===== src/rtl/axi4_video_pattern_gen_ext_if.sv =====
// AXI4-Stream video beat bundle shared by the pattern source and its sink.
//   tdata  : pixel {pad, c2, c1, c0}
//   tvalid : beat valid (master -> slave)
//   tready : sink ready (slave -> master)
//   tlast  : last pixel of an active line
//   tuser  : start of frame
`timescale 1ns/1ps
interface axi4_video_pattern_gen_ext_if #(
  parameter int TDATA_WIDTH = 32
);
  logic [TDATA_WIDTH-1:0] tdata;
  logic                   tvalid;
  logic                   tready;
  logic                   tlast;
  logic                   tuser;

  modport master (output tdata, output tvalid, output tlast, output tuser, input tready);
  modport slave  (input tdata, input tvalid, input tlast, input tuser, output tready);
endinterface


===== src/rtl/axi4_video_pattern_gen_ext.sv =====
// AXI4-Stream video test-pattern source. Walks a raster with active and
// blanking regions, one position per clock while the output slot is free,
// and emits one pixel per active position.
// Ports:
//   clk_i, rst_n_i : clock, asynchronous active-low reset
//   enable_i       : run request, sampled only at frame boundaries
//   pattern_i      : 0 bars, 1 ramp, 2 checker, 3 solid (latched at frame start)
//   solid_i        : solid colour {c2,c1,c0} (latched at frame start)
//   axis           : AXI4-Stream master (tdata/tvalid/tready/tlast/tuser)
//   frame_cnt_o    : completed frames, wraps at 2**16
//   busy_o         : high while in RUN
//
// state | meaning
// IDLE  | stream stopped, tvalid low, waiting for enable_i
// RUN   | raster running, frame end decides RUN or IDLE
`timescale 1ns/1ps
module axi4_video_pattern_gen_ext #(
  parameter int X_ACTIVE    = 1920,
  parameter int X_BLANKING  = 280,
  parameter int Y_ACTIVE    = 1080,
  parameter int Y_BLANKING  = 45,
  parameter int COMP_WIDTH  = 10,
  parameter int CHECK_LOG2  = 5,
  parameter int TDATA_WIDTH = ((3*COMP_WIDTH+7)/8)*8
) (
  input  logic                    clk_i,
  input  logic                    rst_n_i,
  input  logic                    enable_i,
  input  logic [1:0]              pattern_i,
  input  logic [3*COMP_WIDTH-1:0] solid_i,
  axi4_video_pattern_gen_ext_if.master axis,
  output logic [15:0]             frame_cnt_o,
  output logic                    busy_o
);

  localparam int X_RES = X_ACTIVE + X_BLANKING;
  localparam int Y_RES = Y_ACTIVE + Y_BLANKING;
  localparam int PXW   = (X_RES > 1) ? $clog2(X_RES) : 1;
  localparam int LNW   = (Y_RES > 1) ? $clog2(Y_RES) : 1;
  localparam int BAR_W = X_ACTIVE / 8;
  localparam int PIXW  = 3 * COMP_WIDTH;

  typedef enum logic {IDLE, RUN} state_t;

  state_t                  state_q, state_d;
  logic [PXW-1:0]          px_q, px_d;
  logic [LNW-1:0]          ln_q, ln_d;
  logic [1:0]              pat_q, pat_d;
  logic [PIXW-1:0]         solid_q, solid_d;
  logic [COMP_WIDTH-1:0]   phase_q, phase_d;
  logic [15:0]             frame_cnt_q, frame_cnt_d;
  logic                    tvalid_q, tvalid_d;
  logic                    tlast_q, tlast_d;
  logic                    tuser_q, tuser_d;
  logic [TDATA_WIDTH-1:0]  tdata_q, tdata_d;

  logic                    slot_free;
  logic                    active;
  logic [2:0]              bar_k;
  logic                    chk;
  logic [COMP_WIDTH-1:0]   ramp_c;
  logic [COMP_WIDTH-1:0]   ones;
  logic [PIXW-1:0]         pix;

  assign slot_free = !tvalid_q || axis.tready;
  assign ones      = {COMP_WIDTH{1'b1}};

  // Pixel value for the current raster position under the latched pattern.
  always_comb begin
    // Remainder pixels past 8*BAR_W stay in bar 7.
    if ((32'(px_q) / 32'(BAR_W)) > 32'd7) bar_k = 3'd7;
    else                                   bar_k = 3'(32'(px_q) / 32'(BAR_W));
    chk    = 1'((32'(px_q) >> CHECK_LOG2) & 32'd1) ^ 1'((32'(ln_q) >> CHECK_LOG2) & 32'd1);
    ramp_c = COMP_WIDTH'(px_q) + phase_q;
    case (pat_q)
      2'd0:    pix = {bar_k[2] ? ones : '0, bar_k[1] ? ones : '0, bar_k[0] ? ones : '0};
      2'd1:    pix = {3{ramp_c}};
      2'd2:    pix = {3{chk ? ones : {COMP_WIDTH{1'b0}}}};
      default: pix = solid_q;
    endcase
  end

  always_comb begin
    state_d     = state_q;
    px_d        = px_q;
    ln_d        = ln_q;
    pat_d       = pat_q;
    solid_d     = solid_q;
    phase_d     = phase_q;
    frame_cnt_d = frame_cnt_q;
    tvalid_d    = tvalid_q;
    tlast_d     = tlast_q;
    tuser_d     = tuser_q;
    tdata_d     = tdata_q;
    active      = (32'(px_q) < 32'(X_ACTIVE)) && (32'(ln_q) < 32'(Y_ACTIVE));

    case (state_q)
      IDLE: begin
        tvalid_d = 1'b0;
        tlast_d  = 1'b0;
        tuser_d  = 1'b0;
        if (enable_i) begin
          state_d = RUN;
          pat_d   = pattern_i;
          solid_d = solid_i;
          px_d    = '0;
          ln_d    = '0;
        end
      end
      RUN: begin
        if (slot_free) begin
          tvalid_d = active;
          if (active) begin
            tdata_d = TDATA_WIDTH'(pix);
            tlast_d = (32'(px_q) == 32'(X_ACTIVE - 1));
            tuser_d = (px_q == '0) && (ln_q == '0);
          end else begin
            tlast_d = 1'b0;
            tuser_d = 1'b0;
          end
          if (32'(px_q) == 32'(X_RES - 1)) begin
            px_d = '0;
            if (32'(ln_q) == 32'(Y_RES - 1)) begin
              // Frame end: the only point where run state and pattern change.
              ln_d        = '0;
              frame_cnt_d = frame_cnt_q + 16'd1;
              phase_d     = phase_q + 1'b1;
              if (!enable_i) begin
                state_d = IDLE;
              end else begin
                pat_d   = pattern_i;
                solid_d = solid_i;
              end
            end else begin
              ln_d = ln_q + 1'b1;
            end
          end else begin
            px_d = px_q + 1'b1;
          end
        end
      end
      default: state_d = IDLE;
    endcase
  end

  always_ff @(posedge clk_i or negedge rst_n_i) begin
    if (!rst_n_i) begin
      state_q     <= IDLE;
      px_q        <= '0;
      ln_q        <= '0;
      pat_q       <= '0;
      solid_q     <= '0;
      phase_q     <= '0;
      frame_cnt_q <= '0;
      tvalid_q    <= 1'b0;
      tlast_q     <= 1'b0;
      tuser_q     <= 1'b0;
      tdata_q     <= '0;
    end else begin
      state_q     <= state_d;
      px_q        <= px_d;
      ln_q        <= ln_d;
      pat_q       <= pat_d;
      solid_q     <= solid_d;
      phase_q     <= phase_d;
      frame_cnt_q <= frame_cnt_d;
      tvalid_q    <= tvalid_d;
      tlast_q     <= tlast_d;
      tuser_q     <= tuser_d;
      tdata_q     <= tdata_d;
    end
  end

  assign axis.tdata  = tdata_q;
  assign axis.tvalid = tvalid_q;
  assign axis.tlast  = tlast_q;
  assign axis.tuser  = tuser_q;
  assign frame_cnt_o = frame_cnt_q;
  assign busy_o      = (state_q == RUN);

endmodule


===== src/flat_wrapper.sv =====
// flat-port wrapper written by rule: the top's interface ports become plain ports
module axi4_video_pattern_gen_ext_flat 
#(
  parameter int X_ACTIVE    = 1920,
  parameter int X_BLANKING  = 280,
  parameter int Y_ACTIVE    = 1080,
  parameter int Y_BLANKING  = 45,
  parameter int COMP_WIDTH  = 10,
  parameter int CHECK_LOG2  = 5,
  parameter int TDATA_WIDTH = ((3*COMP_WIDTH+7)/8)*8
)
  (clk_i, rst_n_i, enable_i, pattern_i, solid_i, frame_cnt_o, busy_o, axis_tdata, axis_tvalid, axis_tlast, axis_tuser, axis_tready);
  axi4_video_pattern_gen_ext_if #(.TDATA_WIDTH(TDATA_WIDTH)) axis_i ();
  input  logic clk_i;
  input  logic rst_n_i;
  input  logic enable_i;
  input  logic [1:0] pattern_i;
  input  logic [3*COMP_WIDTH-1:0] solid_i;
  output logic [15:0] frame_cnt_o;
  output logic busy_o;
  output wire logic [$bits(axis_i.tdata)-1:0] axis_tdata;
  output wire logic [$bits(axis_i.tvalid)-1:0] axis_tvalid;
  output wire logic [$bits(axis_i.tlast)-1:0] axis_tlast;
  output wire logic [$bits(axis_i.tuser)-1:0] axis_tuser;
  input wire logic [$bits(axis_i.tready)-1:0] axis_tready;
  assign axis_tdata = axis_i.tdata;
  assign axis_tvalid = axis_i.tvalid;
  assign axis_tlast = axis_i.tlast;
  assign axis_tuser = axis_i.tuser;
  assign axis_i.tready = axis_tready;
  axi4_video_pattern_gen_ext #(.X_ACTIVE(X_ACTIVE), .X_BLANKING(X_BLANKING), .Y_ACTIVE(Y_ACTIVE), .Y_BLANKING(Y_BLANKING), .COMP_WIDTH(COMP_WIDTH), .CHECK_LOG2(CHECK_LOG2), .TDATA_WIDTH(TDATA_WIDTH)) u_core (.clk_i(clk_i), .rst_n_i(rst_n_i), .enable_i(enable_i), .pattern_i(pattern_i), .solid_i(solid_i), .axis(axis_i), .frame_cnt_o(frame_cnt_o), .busy_o(busy_o));
endmodule

===== config.mk =====
export PLATFORM = sky130hd
export DESIGN_NAME = axi4_video_pattern_gen_ext_flat
export DESIGN_NICKNAME = d
export VERILOG_FILES = /design/src/rtl/axi4_video_pattern_gen_ext_if.sv /design/src/rtl/axi4_video_pattern_gen_ext.sv /design/src/flat_wrapper.sv
export SDC_FILE = /design/constraint.sdc
export NUM_CORES = 1
export LEC_CHECK = 0
export BUFFER_PORTS_ARGS = -buffer_cell sky130_fd_sc_hd__buf_2
export CORE_MARGIN = 4
export CORE_UTILIZATION = 58
export DETAILED_ROUTE_END_ITERATION = 12
export PLACE_DENSITY = 0.81
export SLEW_MARGIN = 20
export SYNTH_ARGS = -nofsm -noshare
export SYNTH_HDL_FRONTEND = slang
export SYNTH_SLANG_ARGS = --single-unit

===== constraint.sdc =====
create_clock -name clk_i -period 2.7 [get_ports clk_i]
set_input_delay 0.27 -clock clk_i [delete_from_list [all_inputs] [get_ports clk_i]]
set_output_delay 0.27 -clock clk_i [all_outputs]
set_load 0.01 [all_outputs]

==> Yosys cells after proc, flatten, opt, wreduce, memory -nomap -nowiden <==
Index checks and enable logic that the tools add are counted.
{ "totals": {"regBits": 115, "inputBits": 36, "out_inout_bits": 52} }
{ "op_classes": {"n_addsub": 5, "div_mod_pow": 1, "magnitude_cmp": 3, "n_eq_ne": 9, "n_mux": 38, "n_bitwise": 2, "n_reduce_logical": 12} }
{ "op_table": {"columns": ["operator", "n"], "rows": [
  ["30-bit two-way mux", 4],
  ["30-bit case mux with 3 select lines", 1],
  ["30-bit case mux with 2 select lines", 1],
  ["11-bit two-way mux", 4],
  ["10-bit two-way mux", 4],
  ["12-bit two-way mux", 3],
  ["12-bit by 8-bit divider with 32-bit output (second input constant)", 1],
  ["32-bit by 3-bit > comparator with 1-bit output (second input constant)", 1],
  ["12-bit case mux with 2 select lines", 1],
  ["11-bit case mux with 2 select lines", 1],
  ["16-bit by 1-bit adder with 16-bit output (second input constant)", 1],
  ["12-bit by 1-bit adder with 12-bit output (second input constant)", 1],
  ["12-bit by 11-bit equality test with 1-bit output (second input constant)", 1],
  ["12-bit equality test (second input constant)", 1],
  ["12-bit zero test", 1],
  ["12-bit by 11-bit < comparator with 1-bit output (second input constant)", 1],
  ["11-bit by 1-bit adder with 11-bit output (second input constant)", 1],
  ["11-bit equality test (second input constant)", 1],
  ["11-bit zero test", 1],
  ["11-bit < comparator (second input constant)", 1],
  ["10-bit by 1-bit adder with 10-bit output (second input constant)", 1],
  ["10-bit adder", 1],
  ["1-bit two-way mux", 9],
  ["3-bit AND reduction", 3],
  ["other kinds (15)", 25]
]} }

==> Longest topological paths before layout <==
Gate-level depths: netlist of the first run.
{ "depth": {"word_depth": 5, "ltp_mapped": 10, "depth_no_buf": 10} }

==> Worst setup path before layout of the first run <==
OpenSTA, ideal clock, no wires.
{ "synth_timing": {"path_type": "reg2reg", "startpoint": "reg u_core.px_q[8]", "endpoint": "reg u_core.tdata_q[6] (netlist: u_core.axis.tdata[6])", "setup_time_ns": 0.141, "arrival_time_ns": 2.301, "required_time_ns": 2.559, "slack_ns": 0.258, "stages_incl_launch_ff": 11, "cell_sequence": "dfrtp_1 > nand3_2 > clkinv_2 > ha_1 > nor2b_1 > a21bo_1 > a31o_4 > a211oi_4 > o2bb2ai_2 > a211oi_4 > o211ai_1"} }
{ "synth_between": {"elab_chain_cells": 5, "elab_cells_between_ends": 8} }
{ "synth_rtl": {"columns": ["item", "line", "source"], "rows": [
  ["start: declaration", "axi4_video_pattern_gen_ext.sv:46", "logic [PXW-1:0] px_q, px_d;"],
  ["start signal: assignment", "axi4_video_pattern_gen_ext.sv:161", "px_q <= px_d;"],
  ["12-bit by 8-bit divider with 32-bit output", "axi4_video_pattern_gen_ext.sv:71, axi4_video_pattern_gen_ext.sv:72", null],
  ["32-bit by 3-bit > comparator with 1-bit output", "axi4_video_pattern_gen_ext.sv:71", "if ((32'(px_q) / 32'(BAR_W)) > 32'd7) bar_k = 3'd7;"],
  ["3-bit two-way mux", "axi4_video_pattern_gen_ext.sv:71", null],
  ["10-bit two-way mux", "axi4_video_pattern_gen_ext.sv:76", "2'd0: pix = {bar_k[2] ? ones : '0, bar_k[1] ? ones : '0, bar_k[0] ? ones : '0};"],
  ["30-bit case mux with 3 select lines", "axi4_video_pattern_gen_ext.sv:75", "case (pat_q)"],
  ["end signal: assignment", "axi4_video_pattern_gen_ext.sv:170", "tdata_q <= tdata_d;"],
  ["end: declaration", "axi4_video_pattern_gen_ext.sv:55", "logic [TDATA_WIDTH-1:0] tdata_q, tdata_d;"]
]} }
Several ways; a longest one is shown, not always the timed one.
A chain may end at the register's enable or synchronous reset.

==> Worst setup path in the final report of the first run <==
{ "layout_timing": {"startpoint": "reg u_core.px_q[9]", "endpoint": "reg u_core.tdata_q[8] (netlist: u_core.axis.tdata[8])"} }
The elaborated chain is that of the path after synthesis.

==> out/summary.txt, run 1 <==
YOSYS
--------------------------------------------------------------------------------------------------
Register bit count reported by yosys                                                           115
Cell type with the highest aggregate area in the netlist                              sky130_fd_sc_hd__dfrtp_1
Leading register cell type out of synthesis                                           sky130_fd_sc_hd__dfrtp_1
Async S/R FF share, synth                                                                   100.0%
Synth cell count leaders                                                              sky130_fd_sc_hd__dfrtp_1, sky130_fd_sc_hd__nand2_1, sky130_fd_sc_hd__o21ai_0
Total standard cell area after synthesis                                                  6073 µm²
Number of distinct library cells after synthesis                                                59
Portion of synthesized cell area occupied by the leading cell type                          47.38%
Post-synthesis instance total                                                                  603
Post-Syn Area per Cell                                                                   10.07 µm²
Number of enable flip-flop cells after synthesis                                                 0
YS warnings                                                                                      0
Share of synthesized area occupied by flip-flops and latches                                47.38%
Cell with the most instances after synthesis                                          sky130_fd_sc_hd__dfrtp_1
Largest cells by area after synthesis                                                 sky130_fd_sc_hd__dfrtp_1, sky130_fd_sc_hd__mux2_2, sky130_fd_sc_hd__o21ai_0

PLACE
--------------------------------------------------------------------------------------------------
Global placer's final weighted congestion                                                   0.9322
Count of port buffers added during placement                                                    85
Half-perimeter wire length after placement                                                10.59 mm

CLOCKING
--------------------------------------------------------------------------------------------------
TritonCTS buffer count                                                                          17
CTS tree                                                                                     built
Total clock sinks                                                                              115
CTS H-tree lvls                                                                                  4
Root buffer cell                                                                      sky130_fd_sc_hd__clkbuf_8
Clock transition time at the flip-flop clock pins of the worst setup and hold paths        0.06 ns
Max Root-Sink Buffers                                                                            2
Latest clock arrival within the worst-skew pair                                            0.53 ns

RUN STATUS
--------------------------------------------------------------------------------------------------
Outcome                                                                               finished clean

DRT
--------------------------------------------------------------------------------------------------
Detailed Route Iter0 Violations                                                                500
Average wire per standard cell                                                            18.89 µm
Total detailed-routing wirelength                                                         16.51 mm
Pre-antenna DRT Iters                                                                            5
Routed via count                                                                             5,297
Number of nets with antenna violations after detailed routing                                    0
DRC violation count after routing                                                                0
Detail-routed via count per cell                                                             6.061

TIMING
--------------------------------------------------------------------------------------------------
Number of hold violations in the final report                                                    0
Max transition margin                                                                       30.24%
Unrepaired setup endpoints after global routing                                                 no
Final TNS setup                                                                               0 ns
Setup violations, final                                                                          0
Fin Clk Skew                                                                           0.007387 ns
Share of the clock period used by the worst path after layout                               94.67%
Worst Tran Pin Value                                                                      1.044 ns
Top achievable clock speed                                                               391.2 MHz
Clock period minus final worst setup slack                                                2.556 ns
Final-report max-slew violation count                                                            0

GLOBAL ROUTE
--------------------------------------------------------------------------------------------------
Maximum number of pins on one net before global-route repair                                    49
First-pass GRT wire length                                                                26.23 mm
Via count of the first global-routing pass                                                   5,220
Initial antenna violation count                                                                  0
Total track usage                                                                           28.21%
Global route total overflow                                                                      0

FLOORPLAN
--------------------------------------------------------------------------------------------------
Die Wd                                                                                    110.3 µm
IO Pins                                                                                         88
Number of rows created at floorplan                                                             37
Area of the core                                                                        10,280 µm²
Die H                                                                                     110.3 µm
Initial Util                                                                                59.09%
Die Footprint                                                                           12,170 µm²

POWER AND IR DROP
--------------------------------------------------------------------------------------------------
Power per unit of standard cell area                                                  644.5 nW/µm²
Worst vdd rail ir drop                                                                 0.0007376 V
Pleak                                                                                     3.739 nW
Final Total Pwr                                                                           4.900 mW

CRITICAL PATH
--------------------------------------------------------------------------------------------------
Arrival time of data at the critical path endpoint                                         2.95 ns
Type of element capturing the critical path                                              flip-flop
Highest net fanout along the worst path                                                         10
Data required time of the critical path                                                    3.09 ns
Worst setup path class                                                                flip-flop to flip-flop
Kind of launch point of the worst setup path                                             flip-flop

CELLS AND AREA
--------------------------------------------------------------------------------------------------
Net count of the finished layout                                                               778
Area growth, synth to finish                                                                25.18%
Fraction of final layout cells with drive strength greater than 1                           25.24%

WORST HOLD PATH
--------------------------------------------------------------------------------------------------
Hold Path Class                                                                       input port to flip-flop

FLOW RUN
--------------------------------------------------------------------------------------------------
Total of max-cap violations                                                                      0

==> registers in the layout (all words and copies together) (netlist names) <==
register	count
u_core.axis.tdata	30
u_core.axis.tlast	1
u_core.axis.tuser	1
u_core.axis.tvalid	1
u_core.busy_o	1
u_core.frame_cnt_o	16
u_core.ln_q	11
u_core.pat_q	2
u_core.phase_q	10
u_core.px_q	12
u_core.solid_q	30
==> where the power goes <==
| group | internal [mW] | leakage, nW | switching, mW |
|---|---|---|---|
| Combinational | 0.318 | 1.93 | 0.431 |
| Clock | 1.37 | 0.269 | 0.784 |
| Sequential | 1.85 | 1.54 | 0.147 |
==> cell usage in the layout, fill, tap and decap left out, types with 22 or more instances in the layout <==
master	instances
sky130_fd_sc_hd__xor2_1	22
sky130_fd_sc_hd__buf_2	84
sky130_fd_sc_hd__dlygate4sd3_1	34
sky130_fd_sc_hd__nand2_1	61
sky130_fd_sc_hd__mux2_2	33
sky130_fd_sc_hd__o21ai_0	50
sky130_fd_sc_hd__nor2_1	34
sky130_fd_sc_hd__xnor2_1	24
sky130_fd_sc_hd__dfrtp_1	115
==> layout make-up <==
type	instances	area, µm²
antenna	1	2.502
clock buffer	22	462.9
clock inverter	9	105.1
fill	690	2675
inverter	15	58.81
multi-input combinational	439	2993
sequential	115	2878
tap	136	170.2
timing repair buffer	137	932.1
==> critical path, cell delays in order (launching register included) <==
cell	delay (ns)
sky130_fd_sc_hd__dfrtp_1	0.39
sky130_fd_sc_hd__nand3_2	0.13
sky130_fd_sc_hd__inv_4	0.07
sky130_fd_sc_hd__ha_2	0.20
sky130_fd_sc_hd__nor2b_2	0.18
sky130_fd_sc_hd__a21bo_1	0.21
sky130_fd_sc_hd__a31o_4	0.26
sky130_fd_sc_hd__a211oi_4	0.34
sky130_fd_sc_hd__o2bb2ai_2	0.13
sky130_fd_sc_hd__a211oi_4	0.25
sky130_fd_sc_hd__buf_6	0.16
sky130_fd_sc_hd__o211ai_1	0.11
==> stage by stage <==
| stage | setup WS [ns] | instances | utilization (%) | cell area [µm²] | hold slack (ns) |
|---|---|---|---|---|---|
| final | 0.1439 | 874 | 73.97 | 7602 | 0.2588 |
| after global routing | 0.01716 | 873 | 73.95 | 7600 | 0.2778 |
| after CTS | 0.007840 | 871 | 73.53 | 7557 | 0.0005682 |
| after detailed placement | 0.07294 | 807 | 64.79 | 6659 | 0.3225 |
| after global placement | 0.2304 | 807 | 64.79 | 6659 | 0.3105 |
| after floorplan | 0.2582 | 604 | - | 6077 | -0.02559 |
==> cells by family (layout without fill, tap and decap cells) <==
family                   after synthesis  count (layout)  synth area share [%]
AO/OA/AOI/OAI                        141             141                 14.69
buffers and inverters                 50             183                 3.811
adder cells (fa/ha/maj)               17              17                 3.626
AND/OR/NAND/NOR                      196             196                 17.00
multiplexers                          37              37                 6.799
flip-flops                           115             115                 47.38
XOR/XNOR                              46              46                 6.634
other                                  1               3               0.06175
==> per-layer routing <==
layer  track usage (%)  vias to the layer above  share of wire (%)
li1                  -                     2404                  -
met2             46.36                      258                 50
met5                 0                        -                  0
met4             11.17                        0                2.6
met1             35.22                     2583                 40
met3             8.096                       52                7.4
==> repair_timing <==
item | CTS | global route
setup buffers | 0 | 1
hold buffers | 33 | 1
gates resized for setup | 0 | 7
endpoints found under the setup margin | 0 | 20
endpoints found under the hold margin | 78 | 1
==> final timing paths <==
check                      slack [ns]                   from                endpoint  cells after the start
hold / removal                   0.26            axis_tready           u_core.busy_o                      4
min in group asynchronous        0.30                rst_n_i  u_core.frame_cnt_o[11]                      2
max in group asynchronous        1.64                rst_n_i       u_core.solid_q[3]                      3
hold reg to reg                  0.49  u_core.frame_cnt_o[9]   u_core.frame_cnt_o[9]                      1
setup reg to reg                 0.14         u_core.px_q[9]    u_core.axis.tdata[8]                     11
setup / recovery                 0.14         u_core.px_q[9]    u_core.axis.tdata[8]                     11
Power figures use the tool's default switching activity.
==> run 2, diff against run 1 <==
--- a/config.mk
+++ b/config.mk
@@ -5,10 +5,11 @@
 export SDC_FILE = /design/constraint.sdc
 export NUM_CORES = 1
 export LEC_CHECK = 0
-export BUFFER_PORTS_ARGS = -buffer_cell sky130_fd_sc_hd__buf_2
+export BUFFER_PORTS_ARGS = -buffer_cell sky130_fd_sc_hd__buf_4
 export CORE_MARGIN = 4
 export CORE_UTILIZATION = 58
 export DETAILED_ROUTE_END_ITERATION = 12
+export GPL_ROUTABILITY_DRIVEN = 0
 export PLACE_DENSITY = 0.81
 export SLEW_MARGIN = 20
 export SYNTH_ARGS = -nofsm -noshare
==> run 2 against run 1 <==
  * Design area up 3.4%
  * Total power up 3.5%
  * Critical endpoint is now u_core.axis.tdata[9]
  * Critical path depth down 3
  * Wire length up 2.8%
  * Highest routed layer unchanged
  * Critical path type unchanged
  * Maximum frequency down 3.1%
  * Non-clock buffer count up 2
  * Register-to-register slack worse by 0.08 ns
  * Largest power group unchanged
  * Utilization up 2.5 points
  * Combinational power up 6.4%
  * Sequential cell count unchanged
  * Sequential share of layout area down 1.2 points
==> out/summary.txt, run 2 (same netlist as run 1, synthesis figures left out) <==
CELLS AND AREA
--------------------------------------------------------------------------------------------------
Net count of the finished layout                                                               780
Area growth, synth to finish                                                                29.48%
Fraction of final layout cells with drive strength greater than 1                           26.08%
Commonest cells after routing, fill and taps aside                                    sky130_fd_sc_hd__dfrtp_1, sky130_fd_sc_hd__buf_4, sky130_fd_sc_hd__nand2_1
Number of diodes added for antenna fixing                                                        0
Final std cell area, no fill                                                              7864 µm²
Most common cell after layout, fill and taps aside                                    sky130_fd_sc_hd__dfrtp_1
Final core utilization                                                                      76.52%

TIMING
--------------------------------------------------------------------------------------------------
Max transition margin                                                                       59.38%
Fin Clk Skew                                                                            0.01134 ns
Final TNS setup                                                                               0 ns
Setup violations, final                                                                          0
Final-report max-slew violation count                                                            0
Worst Tran Pin Value                                                                     0.6093 ns
Number of hold violations in the final report                                                    0
Clock period minus final worst setup slack                                                2.637 ns
Share of the clock period used by the worst path after layout                               97.65%
Final worst slack                                                                       0.06349 ns
Top achievable clock speed                                                               379.3 MHz

DRT
--------------------------------------------------------------------------------------------------
Average wire per standard cell                                                            19.38 µm
Pre-antenna DRT Iters                                                                            6
Detailed Route Iter0 Violations                                                                644
Total detailed-routing wirelength                                                         16.98 mm
Number of nets with antenna violations after detailed routing                                    0
Routed via count                                                                             5,406
DRC violation count after routing                                                                0
Detail-routed via count per cell                                                             6.171

GLOBAL ROUTE
--------------------------------------------------------------------------------------------------
Via count of the first global-routing pass                                                   5,374
Maximum number of pins on one net before global-route repair                                   116
First-pass GRT wire length                                                                26.73 mm
Global route total overflow                                                                      0
Initial antenna violation count                                                                  0
Total track usage                                                                           28.52%

WORST HOLD PATH
--------------------------------------------------------------------------------------------------
Hold Path Cell Cnt                                                                               4
Hold path startpoint                                                                   axis_tready
Worst hold path endpoint                                                              u_core.busy_o
Hold Path Class                                                                       input port to flip-flop

CLOCKING
--------------------------------------------------------------------------------------------------
Total clock sinks                                                                              115
Root buffer cell                                                                      sky130_fd_sc_hd__clkbuf_8
Latest clock arrival within the worst-skew pair                                            0.52 ns
CTS H-tree lvls                                                                                  4
Clock transition time at the flip-flop clock pins of the worst setup and hold paths        0.06 ns
TritonCTS buffer count                                                                          17
CTS tree                                                                                     built
Max Root-Sink Buffers                                                                            2

PLACE
--------------------------------------------------------------------------------------------------
Half-perimeter wire length after placement                                                10.31 mm
Pre-CTS setup slack                                                                     0.03204 ns
Count of port buffers added during placement                                                    85
Placement-stage cell area                                                                 6877 µm²

FLOORPLAN
--------------------------------------------------------------------------------------------------
Number of rows created at floorplan                                                             37
Die Wd                                                                                    110.3 µm
Die H                                                                                     110.3 µm
Area of the core                                                                        10,280 µm²
Die Footprint                                                                           12,170 µm²
Initial Util                                                                                59.09%
IO Pins                                                                                         88

FLOW RUN
--------------------------------------------------------------------------------------------------
Total of max-cap violations                                                                      0

POWER AND IR DROP
--------------------------------------------------------------------------------------------------
Final Total Pwr                                                                           5.072 mW
Worst vdd rail ir drop                                                                 0.0003795 V
Pleak                                                                                     3.806 nW
Power per unit of standard cell area                                                  645.0 nW/µm²

CRITICAL PATH
--------------------------------------------------------------------------------------------------
Endpoint of the worst-slack reg-to-reg timing path                                    u_core.axis.tdata[9]
Start of the worst register-to-register path                                          u_core.px_q[1]
Type of element capturing the critical path                                              flip-flop
Worst-case register-to-register setup slack                                                0.06 ns
First element of the critical path                                                    u_core.px_q[1]
Kind of launch point of the worst setup path                                             flip-flop
Data required time of the critical path                                                    3.10 ns
Depth of the worst register-to-register path                                                     8
Arrival time of data at the critical path endpoint                                         3.04 ns
Worst setup path class                                                                flip-flop to flip-flop
Highest net fanout along the worst path                                                          5

RUN STATUS
--------------------------------------------------------------------------------------------------
Outcome                                                                               finished clean

run 2: layout make-up:
cell class | instances | area (µm²)
Clock buffer | 18 | 427.9
Fill cell | 634 | 2414
Clock inverter | 14 | 166.4
Inverter | 15 | 58.81
Sequential cell | 115 | 2879
Timing Repair Buffer | 139 | 1157
Tap cell | 136 | 170.2
Multi-Input combinational cell | 439 | 3004
run 2: worst max-delay path, stage by stage, from the launching register on:
cell and delay (ns):
sky130_fd_sc_hd__dfrtp_1 0.46, sky130_fd_sc_hd__ha_1 0.32, sky130_fd_sc_hd__a21oi_1 0.25, sky130_fd_sc_hd__o2111ai_1 0.26
sky130_fd_sc_hd__o211ai_1 0.30, sky130_fd_sc_hd__nand4b_1 0.14, sky130_fd_sc_hd__a31oi_1 0.44, sky130_fd_sc_hd__o21ai_0 0.17
sky130_fd_sc_hd__o21bai_1 0.17
run 2: timing repair:
action,4_1_cts,5_1_grt
hold endpoints to repair,148,0
hold buffers,34,0
setup endpoints to repair,0,26
resized for setup,0,10
buffers inserted,0,2
run 2: worst max path at each step:
stage,endpoint,slack (ns),cells after the start
2_1_floorplan,u_core.axis.tdata[6],0.26,10
3_3_place_gp,u_core.axis.tdata[6],0.16,10
3_5_place_dp,u_core.axis.tdata[7],0.03,10
4_1_cts,u_core.axis.tdata[15],0.01,10
5_1_grt,u_core.axis.tdata[13],-0.01,10
6_report,u_core.axis.tdata[9],0.06,8
run 2: through the flow:
stage | std cells | hold slack, ns
detailed placement | 808 | 0.4009
global placement | 808 | 0.3948
finish | 876 | 0.2567
floorplan | 604 | -0.02559
global route | 876 | 0.2556
CTS | 874 | 0.2248
run 2: power breakdown:
| group | switching, mW | internal [mW] | leakage, nW | total [mW] |
|---|---|---|---|---|
| Clock | 0.904 | 1.37 | 0.290 | 2.27 |
| Sequential | 0.157 | 1.85 | 1.54 | 2.00 |
| Combinational | 0.442 | 0.355 | 1.97 | 0.797 |
| Total | 1.50 | 3.57 | 3.81 | 5.07 |
run 2: layer usage:
metal	up-vias	GRT usage [%]	part of all wire, %
li1	2418	-	-
met1	2612	36.44	40
met2	313	46.53	49
met3	63	7.164	8.4
met4	0	11.52	3.0
met5	-	0	0
